### src/rtl/fetch_stage.sv
// Instruction-fetch stage: owns the PC, issues single-outstanding word reads to
// instruction memory and buffers returned words with their PCs for the datapath.
//
//   state    | meaning
//   ---------+--------------------------------------------------------------
//   ST_FETCH | no request outstanding; issue one if a FIFO slot is free
//   ST_WAIT  | one request outstanding; its response will be pushed
//   ST_DROP  | one stale request outstanding; its response will be dropped
module fetch_stage #(
    parameter logic [31:0] RESET_PC = 32'h0000_0000,
    parameter int          DEPTH    = 2
) (
    input  logic        clk,
    input  logic        rst_n,
    output logic        imem_req,
    output logic [31:0] imem_addr,
    input  logic        imem_rvalid,
    input  logic [31:0] imem_rdata,
    input  logic        redirect_valid,
    input  logic [31:0] redirect_pc,
    output logic        instr_valid,
    input  logic        instr_ready,
    output logic [31:0] instruccion_r,
    output logic [31:0] instr_pc
);

    localparam int PW = (DEPTH > 1) ? $clog2(DEPTH) : 1;
    localparam int CW = $clog2(DEPTH + 1);
    localparam logic [CW-1:0] DEPTH_C = CW'(DEPTH);
    localparam logic [PW-1:0] LAST_C  = PW'(DEPTH - 1);

    typedef enum logic [1:0] {ST_FETCH, ST_WAIT, ST_DROP} state_t;

    state_t          state_q, state_d;
    logic [31:0]     pc_q, pc_d;
    logic [31:0]     req_pc_q, req_pc_d;
    logic [CW-1:0]   count_q, count_d;
    logic [PW-1:0]   rd_ptr_q, rd_ptr_d;
    logic [PW-1:0]   wr_ptr_q, wr_ptr_d;
    logic [31:0]     instr_mem_q [DEPTH];
    logic [31:0]     instr_mem_d [DEPTH];
    logic [31:0]     pc_mem_q [DEPTH];
    logic [31:0]     pc_mem_d [DEPTH];

    logic            issue;
    logic            push;
    logic            pop;
    logic            flush;
    logic [31:0]     redirect_pc_al;

    assign redirect_pc_al = redirect_pc & 32'hFFFF_FFFC;

    function automatic logic [PW-1:0] ptr_inc(input logic [PW-1:0] p);
        return (p == LAST_C) ? '0 : p + PW'(1);
    endfunction

    always_comb begin
        state_d  = state_q;
        pc_d     = pc_q;
        req_pc_d = req_pc_q;
        issue    = 1'b0;
        push     = 1'b0;
        flush    = 1'b0;
        case (state_q)
            ST_FETCH: begin
                if (redirect_valid) begin
                    flush = 1'b1;
                    pc_d  = redirect_pc_al;
                end else if (count_q < DEPTH_C) begin
                    issue    = 1'b1;
                    req_pc_d = pc_q;
                    pc_d     = pc_q + 32'd4;
                    state_d  = ST_WAIT;
                end
            end
            ST_WAIT: begin
                if (redirect_valid) begin
                    flush   = 1'b1;
                    pc_d    = redirect_pc_al;
                    state_d = imem_rvalid ? ST_FETCH : ST_DROP;
                end else if (imem_rvalid) begin
                    push    = 1'b1;
                    state_d = ST_FETCH;
                end
            end
            ST_DROP: begin
                // Redirects here only retarget the PC; the FIFO is already empty.
                if (redirect_valid) pc_d = redirect_pc_al;
                if (imem_rvalid) state_d = ST_FETCH;
            end
            default: state_d = ST_FETCH;
        endcase
    end

    always_comb begin
        pop         = (count_q != '0) && instr_ready && !flush;
        rd_ptr_d    = rd_ptr_q;
        wr_ptr_d    = wr_ptr_q;
        count_d     = count_q;
        instr_mem_d = instr_mem_q;
        pc_mem_d    = pc_mem_q;
        if (flush) begin
            rd_ptr_d = '0;
            wr_ptr_d = '0;
            count_d  = '0;
        end else begin
            if (push) begin
                instr_mem_d[wr_ptr_q] = imem_rdata;
                pc_mem_d[wr_ptr_q]    = req_pc_q;
                wr_ptr_d              = ptr_inc(wr_ptr_q);
            end
            if (pop) rd_ptr_d = ptr_inc(rd_ptr_q);
            case ({push, pop})
                2'b10:   count_d = count_q + CW'(1);
                2'b01:   count_d = count_q - CW'(1);
                default: count_d = count_q;
            endcase
        end
    end

    always_ff @(posedge clk or negedge rst_n) begin
        if (!rst_n) begin
            state_q  <= ST_FETCH;
            pc_q     <= RESET_PC;
            req_pc_q <= '0;
            count_q  <= '0;
            rd_ptr_q <= '0;
            wr_ptr_q <= '0;
            for (int i = 0; i < DEPTH; i++) begin
                instr_mem_q[i] <= '0;
                pc_mem_q[i]    <= '0;
            end
        end else begin
            state_q     <= state_d;
            pc_q        <= pc_d;
            req_pc_q    <= req_pc_d;
            count_q     <= count_d;
            rd_ptr_q    <= rd_ptr_d;
            wr_ptr_q    <= wr_ptr_d;
            instr_mem_q <= instr_mem_d;
            pc_mem_q    <= pc_mem_d;
        end
    end

    // Gated by rst_n so no request escapes while reset is held.
    assign imem_req      = issue & rst_n;
    assign imem_addr     = pc_q;
    assign instr_valid   = (count_q != '0);
    assign instruccion_r = instr_mem_q[rd_ptr_q];
    assign instr_pc      = pc_mem_q[rd_ptr_q];

endmodule

### config.mk
export PLATFORM = sky130hd
export DESIGN_NAME = fetch_stage
export DESIGN_NICKNAME = d
export VERILOG_FILES = /design/src/rtl/fetch_stage.sv
export SDC_FILE = /design/constraint.sdc
export NUM_CORES = 1
export LEC_CHECK = 0
export ABC_CLOCK_PERIOD_IN_PS = 2000
export CORE_MARGIN = 4
export CORE_UTILIZATION = 35
export DETAILED_ROUTE_END_ITERATION = 10
export GPL_TIMING_DRIVEN = 0
export SYNTH_ARGS = -nofsm -noshare
export SYNTH_HDL_FRONTEND = slang
export SYNTH_SLANG_ARGS = --single-unit
### constraint.sdc
create_clock -name clk -period 2 [get_ports clk]
set_clock_uncertainty 0.1 [all_clocks]
set_input_delay 0.4 -clock clk [delete_from_list [all_inputs] [get_ports clk]]
set_output_delay 0.4 -clock clk [all_outputs]
set_load 0.005 [all_outputs]
# After elaboration in Yosys (flattened, before gate mapping)
# Cells that the tools add are included.
# word_totals
out_inout_bits	98
mem_bits_ro	0
latchBits	0
mem_bits_rw	0
mem_count	0
ff_bits	198
# classes
n_mul	0
bitwise	5
muxes	36
eq_ne	8
n_reduce_logical	16
magnitude_cmp	4
n_div	0
shift	0
addsub	5
# op_table
op	count
32-bit 2-to-1 mux	10
64-bit bitwise mux	2
32-bit case mux with 2 select lines	1
32-bit by 3-bit adder with 32-bit output, second input constant	1
32-bit demux with 1-bit select	1
1-bit 2-to-1 mux	14
2-bit 2-to-1 mux	6
2-bit nonzero test	4
2-bit case mux with 3 select lines	1
3-bit AND reduction	2
2-bit by 1-bit equality test with 1-bit output, second input constant	2
2-bit equality test, second input constant	2
2-bit >= comparator, second input constant	2
2-bit != test, second input constant	2
1-bit NOT with 2-bit output	2
2-bit case mux with 2 select lines	1
2-bit AND reduction	2
2-bit OR reduction	2
1-bit logical AND	3
3-bit != test, second input constant	1
3-bit nonzero test	1
1-bit adder, second input constant	2
2-bit by 1-bit adder with 2-bit output, second input constant	1
2-bit zero test	1
7 further kinds	8

# Logic depth before layout (Yosys ltp)
# logic_depth
depth_word	8
mapped_depth	8

# Least setup slack after synthesis
# OpenSTA, ideal clock, no wires.
# synth_path
path_type	reg-to-reg
from	reg state_q[1]
to	reg instr_mem_q[46] (netlist name)
slack_ns	0.055
stages_incl_launch_ff	8
arrival_time_ns	1.720
cell_sequence	dfrtp_1 > inv_1 > ha_1 > nor2b_2 > nand2_1 > nor2_4 > buf_6 > mux2_2
# synth_between
elab_chain_cells	5
elab_cells_between_ends	7
classes_between	eq/ne (1); mux (2); bitwise (1); reduce/logical (3)
# synth_lines
element	line	text
start, declared	34	state_t state_q, state_d;
start signal, assigned	134	state_q <= state_d;
2-bit by 1-bit equality test with 1-bit output or 2-bit zero test (tied branches)	64	case (state_q)
2-bit OR reduction (no source line)	--	
1-bit 2-to-1 mux	--	
1-bit NOT (no source line)	--	
2-bit AND reduction (no source line) *	--	
end signal, assigned	140	instr_mem_q <= instr_mem_d;
end, declared	40	logic [31:0] instr_mem_q [DEPTH];
# Every way passes the cells marked *; elsewhere a longest branch is shown, timed or not.
# A chain may end at the register's enable or synchronous reset.

# Final worst setup path
# layout_path
from	reg rd_ptr_q
to	out instr_pc[4]
# layout_between
elab_chain_cells	4
# layout_lines
element	line	text
start, declared	38	logic [PW-1:0] rd_ptr_q, rd_ptr_d;
start signal, assigned	138	rd_ptr_q <= rd_ptr_d;
1-bit NOT with 2-bit output (not written as such)	150	assign instr_pc = pc_mem_q[rd_ptr_q];
32-bit 2-to-1 mux (not written as such) (3 in series)	150	
end, declared	24	output logic [31:0] instr_pc
# Every way passes these cells. The select of a mux whose other input is x is not followed.

==> impl_metrics.prom <==
# TYPE chip_impl_metric gauge
chip_impl_metric{name="synth_cell_type_count",unit=""} 51
chip_impl_metric{name="io_pins",unit=""} 167
chip_impl_metric{name="post_route_cells_drive_above_1_share",unit="%"} 49.2
chip_impl_metric{name="required",unit="ns"} 1.50
chip_impl_info{name="worst_setup_path_startpoint",value="rd_ptr_q$_DFFE_PN0P_"} 1
chip_impl_metric{name="stdcell_area",unit="um2"} 13000
chip_impl_metric{name="syn_avg_cell_area",unit="um2"} 13.0
chip_impl_metric{name="mappedNetlistArea",unit="um2"} 8830
chip_impl_info{name="clock-root-buffer",value="clkbuf_16"} 1
chip_impl_metric{name="finalCoreUtilization",unit="%"} 52.9
chip_impl_metric{name="worst_ep_arrival_time",unit="ns"} 1.72
chip_impl_info{name="critical_path.startpoint_type",value="flip-flop"} 1
chip_impl_info{name="rsz0062_at_grt",value="yes"} 1
chip_impl_metric{name="async_sr_flop_fraction",unit="%"} 100
chip_impl_metric{name="antenna_diodes",unit=""} 0
chip_impl_metric{name="initial_antenna_violation_count",unit=""} 0
chip_impl_metric{name="remaining_drc_errors",unit=""} 0
chip_impl_metric{name="routed_wire_length",unit="mm"} 25.5
chip_impl_metric{name="timing.final.setup_violations",unit=""} 78
chip_impl_metric{name="fraction_of_power_spent_switching_nets",unit="%"} 32.9
chip_impl_metric{name="sequential_area_share_after_synthesis",unit="%"} 53.8
chip_impl_metric{name="area_growth",unit="%"} 47.2
chip_impl_metric{name="p_sw",unit="W"} 0.00687
chip_impl_metric{name="final.min_clock_period",unit="ns"} 2.22
chip_impl_metric{name="first_pass_grt_wire_length",unit="mm"} 39.1
chip_impl_metric{name="dr_total_vias",unit=""} 6509
chip_impl_metric{name="power.sequential.fraction",unit="%"} 33.7
chip_impl_info{name="timing.setup.critical_path_class",value="reg2out"} 1
chip_impl_metric{name="yosys_register_bits",unit=""} 190
chip_impl_metric{name="dp_hpwl",unit="mm"} 15.9
chip_impl_metric{name="setup_slack",unit="ns"} -0.217
chip_impl_metric{name="cts_inserted_buffers",unit=""} 17
chip_impl_metric{name="die-height",unit="um"} 167
chip_impl_metric{name="maxSlewViolCount",unit=""} 0
chip_impl_metric{name="worst_r2r_path_depth",unit=""} 9
chip_impl_metric{name="grt_remaining_overflow",unit=""} 0
chip_impl_metric{name="htree_levels",unit=""} 4
chip_impl_info{name="status",value="complete, but fails checks"} 1
chip_impl_metric{name="route.antenna.remaining_nets",unit=""} 0
chip_impl_metric{name="maxCapViolations",unit=""} 0
chip_impl_metric{name="clock_power_share",unit="%"} 16.2
chip_impl_metric{name="gp_congestion",unit=""} 0.857
chip_impl_metric{name="final_cells",unit=""} 1261
chip_impl_metric{name="clock_insertion_delay_worst_skew",unit="ns"} 0.44
chip_impl_metric{name="grtUsageTotal",unit="%"} 17.6
chip_impl_metric{name="postSynthCellCount",unit=""} 682
chip_impl_info{name="setup.worst_path.end_class",value="output pin"} 1
chip_impl_metric{name="placeable_area",unit="um2"} 24600
chip_impl_metric{name="power-per-cell-area",unit="nW/um2"} 1600
chip_impl_metric{name="avgRoutedWirePerCell",unit="um"} 20.2
chip_impl_info{name="violations",value="hold timing, setup timing"} 1
chip_impl_metric{name="max_freq",unit="GHz"} 0.451
chip_impl_metric{name="die-width",unit="um"} 167
chip_impl_metric{name="grt_pass1_vias",unit=""} 6835
chip_impl_metric{name="comb_power_share",unit="%"} 50.1
chip_impl_metric{name="synth_warnings",unit=""} 0
chip_impl_info{name="rr_startpoint",value="state_q[1]$_DFFE_PN0P_"} 1
chip_impl_metric{name="post-place-cells",unit=""} 1169
chip_impl_metric{name="timing.critical_path.fanout_max",unit=""} 8
chip_impl_info{name="cts_tree",value="built"} 1
chip_impl_info{name="rr_endpoint",value="pc_mem_q[53]$_DFFE_PN0P_"} 1
chip_impl_info{name="synth-main-ff-cell",value="dfrtp_1"} 1
chip_impl_metric{name="route.detailed.vias_per_inst",unit=""} 5.16
chip_impl_metric{name="synth_edf_count",unit=""} 0
chip_impl_metric{name="floorplan.initialDensity",unit="%"} 35.9
chip_impl_metric{name="timing.final.hold_violations",unit=""} 77
chip_impl_metric{name="fin_worst_hold_slack",unit="ns"} -0.217
chip_impl_metric{name="pin_count_of_the_biggest_net_entering_global_routing",unit=""} 80
chip_impl_metric{name="place_area",unit="um2"} 10900
chip_impl_metric{name="drt_first_iter_violations",unit=""} 456
chip_impl_metric{name="design.die.area",unit="um2"} 27800
chip_impl_metric{name="worst_case_vdd_ir_drop",unit="uV"} 813
chip_impl_metric{name="finalCritPeriodShare",unit="%"} 111
chip_impl_metric{name="timing.setup.tns",unit="ns"} -8.49
chip_impl_metric{name="clk_pin_slew",unit="ns"} 0.07
chip_impl_metric{name="power_leakage",unit="nW"} 5.78
chip_impl_info{name="endpoint",value="instr_pc[4]"} 1
chip_impl_metric{name="internal_power",unit="W"} 0.0140
chip_impl_metric{name="rrSetupSlack",unit="ns"} -0.01
chip_impl_metric{name="drtPass1Iterations",unit=""} 5
chip_impl_metric{name="num-nets-final",unit=""} 998
chip_impl_info{name="hold_path.class",value="in2async"} 1
chip_impl_metric{name="cts.path.max_buffers",unit=""} 2
chip_impl_metric{name="port-buffer-count",unit=""} 159
chip_impl_metric{name="floorplan.rows",unit=""} 57
chip_impl_metric{name="clkSinkCount",unit=""} 190
==> worst min path at each step <==
stage,from,to,slack [ns],cells after the start
after CTS,rst_n,instr_mem_q[19]$_DFFE_PN0P_,-0.14,1
after detailed placement,rst_n,instr_mem_q[19]$_DFFE_PN0P_,0.33,1
after floorplan,rst_n,count_q[0]$_DFFE_PN0P_,0.004,0
final,rst_n,instr_mem_q[19]$_DFFE_PN0P_,-0.22,1
after global routing,rst_n,instr_mem_q[20]$_DFFE_PN0P_,-0.20,1
after global placement,pc_mem_q[40]$_DFFE_PN0P_,pc_mem_q[40]$_DFFE_PN0P_,0.37,1
==> synthesized netlist by cell type (3+ instances only) <==
master     instances  area share [%]
clkbuf_1          10            0.42
and3_1             9            0.64
nand2_1           33             1.4
nand3_1           17            0.96
mux2_1             5            0.64
ha_1               5            0.71
buf_6              7            0.89
a311oi_1           3            0.30
o31ai_1            3            0.25
mux2i_1            4            0.45
and2_1             5            0.35
o32ai_1            3            0.30
buf_2             23             1.3
nor2_1            23            0.98
o22ai_1           12            0.85
dfrtp_1          190              54
inv_1              3            0.13
and3_4             3            0.38
buf_1              3            0.13
and4_1             3            0.30
nor3_1            10            0.57
buf_4              4            0.34
nand4_1            5            0.35
mux2_2           211              27
xor2_1             3            0.30
a21oi_1           37             2.1
a2bb2oi_1          7            0.69
o21ai_0           13            0.74
a31oi_1            3            0.21
==> state kept, by name, summed over array words and instances, names as in the netlist <==
register / flops
count_q: 2
imem_addr: 30
instr_mem_q: 64
pc_mem_q: 60
rd_ptr_q: 1
req_pc_q: 30
state_q: 2
wr_ptr_q: 1
==> logic make-up (layout without fill, tap and decap cells) <==
group | count (synthesis) | count (layout) | synth area share (%)
flip-flops | 190 | 190 | 53.8
multiplexers | 220 | 220 | 28.0
XOR/XNOR | 3 | 3 | 0.298
AO/OA/AOI/OAI | 95 | 95 | 6.80
buffers and inverters | 51 | 302 | 3.39
other | 1 | 4 | 0.0425
adder cells (fa/ha/maj) | 5 | 5 | 0.708
AND/OR/NAND/NOR | 117 | 118 | 6.95
==> routing by layer <==
metal	vias to the layer above	track usage (%)	part of all wire, %
li1	2965	-	-
met1	3325	24.2	45
met2	202	27.6	47
met3	17	5.40	6.5
met4	0	3.70	1.1
met5	-	0	0
==> placed cells by master, fill, tap and decap left out, types with 7 or more instances in the layout <==
cell type and n:
a21oi_1 37, a2bb2oi_1 7, and3_1 9, buf_12 15
buf_2 20, buf_4 31, buf_6 73, buf_8 11
clkbuf_16 27, clkdlybuf4s50_1 92, dfrtp_1 174, dfrtp_2 16
mux2_2 118, mux2_4 98, nand2_1 31, nand3_1 15
nor2_1 21, nor3_1 9, o21ai_0 13, o22ai_1 12
==> critical path, stage by stage, from the launching register on <==
cell and delay (ns):
dfrtp_2 0.43, buf_12 0.16, clkbuf_16 0.16, buf_6 0.12
mux2_4 0.30, buf_6 0.12
==> stage by stage <==
step | setup slack (ns) | total power (W)
final | -0.217 | 0.0209
after global routing | -0.265 | 0.0222
after CTS | -0.240 | 0.0194
after detailed placement | -0.901 | 0.0153
after global placement | -7.82 | 0.0152
after floorplan | 0.0555 | 0.0113
==> what timing repair did <==
item                                    in CTS  in global routing
endpoints found under the hold margin       77                 77
pin swaps                                    2                  2
gates cloned                                 4                  8
buffers inserted                            36                 17
endpoints found under the setup margin     252                234
resized for setup                          379                169
==> power by group through the flow <==
stage               combinational, W  clock (W)  sequential, W
floorplan                    0.00470          0        0.00656
finish                        0.0105    0.00338        0.00704
global placement             0.00819          0        0.00696
CTS                          0.00899    0.00347        0.00694
global route                  0.0112    0.00364        0.00730
detailed placement           0.00828          0        0.00698
==> area by class of cell <==
cell class              count  area [um2]
plain buffers              44         523
clock buffers              19         443
clock inverters            13         130
fillers                  2110       11600
inverters                   3        11.3
multi-input cells         445        4270
flip-flops and latches    190        4770
well taps                 324         405
repair buffers            223        2450
Note: power is estimated with default switching activity, not from simulation.
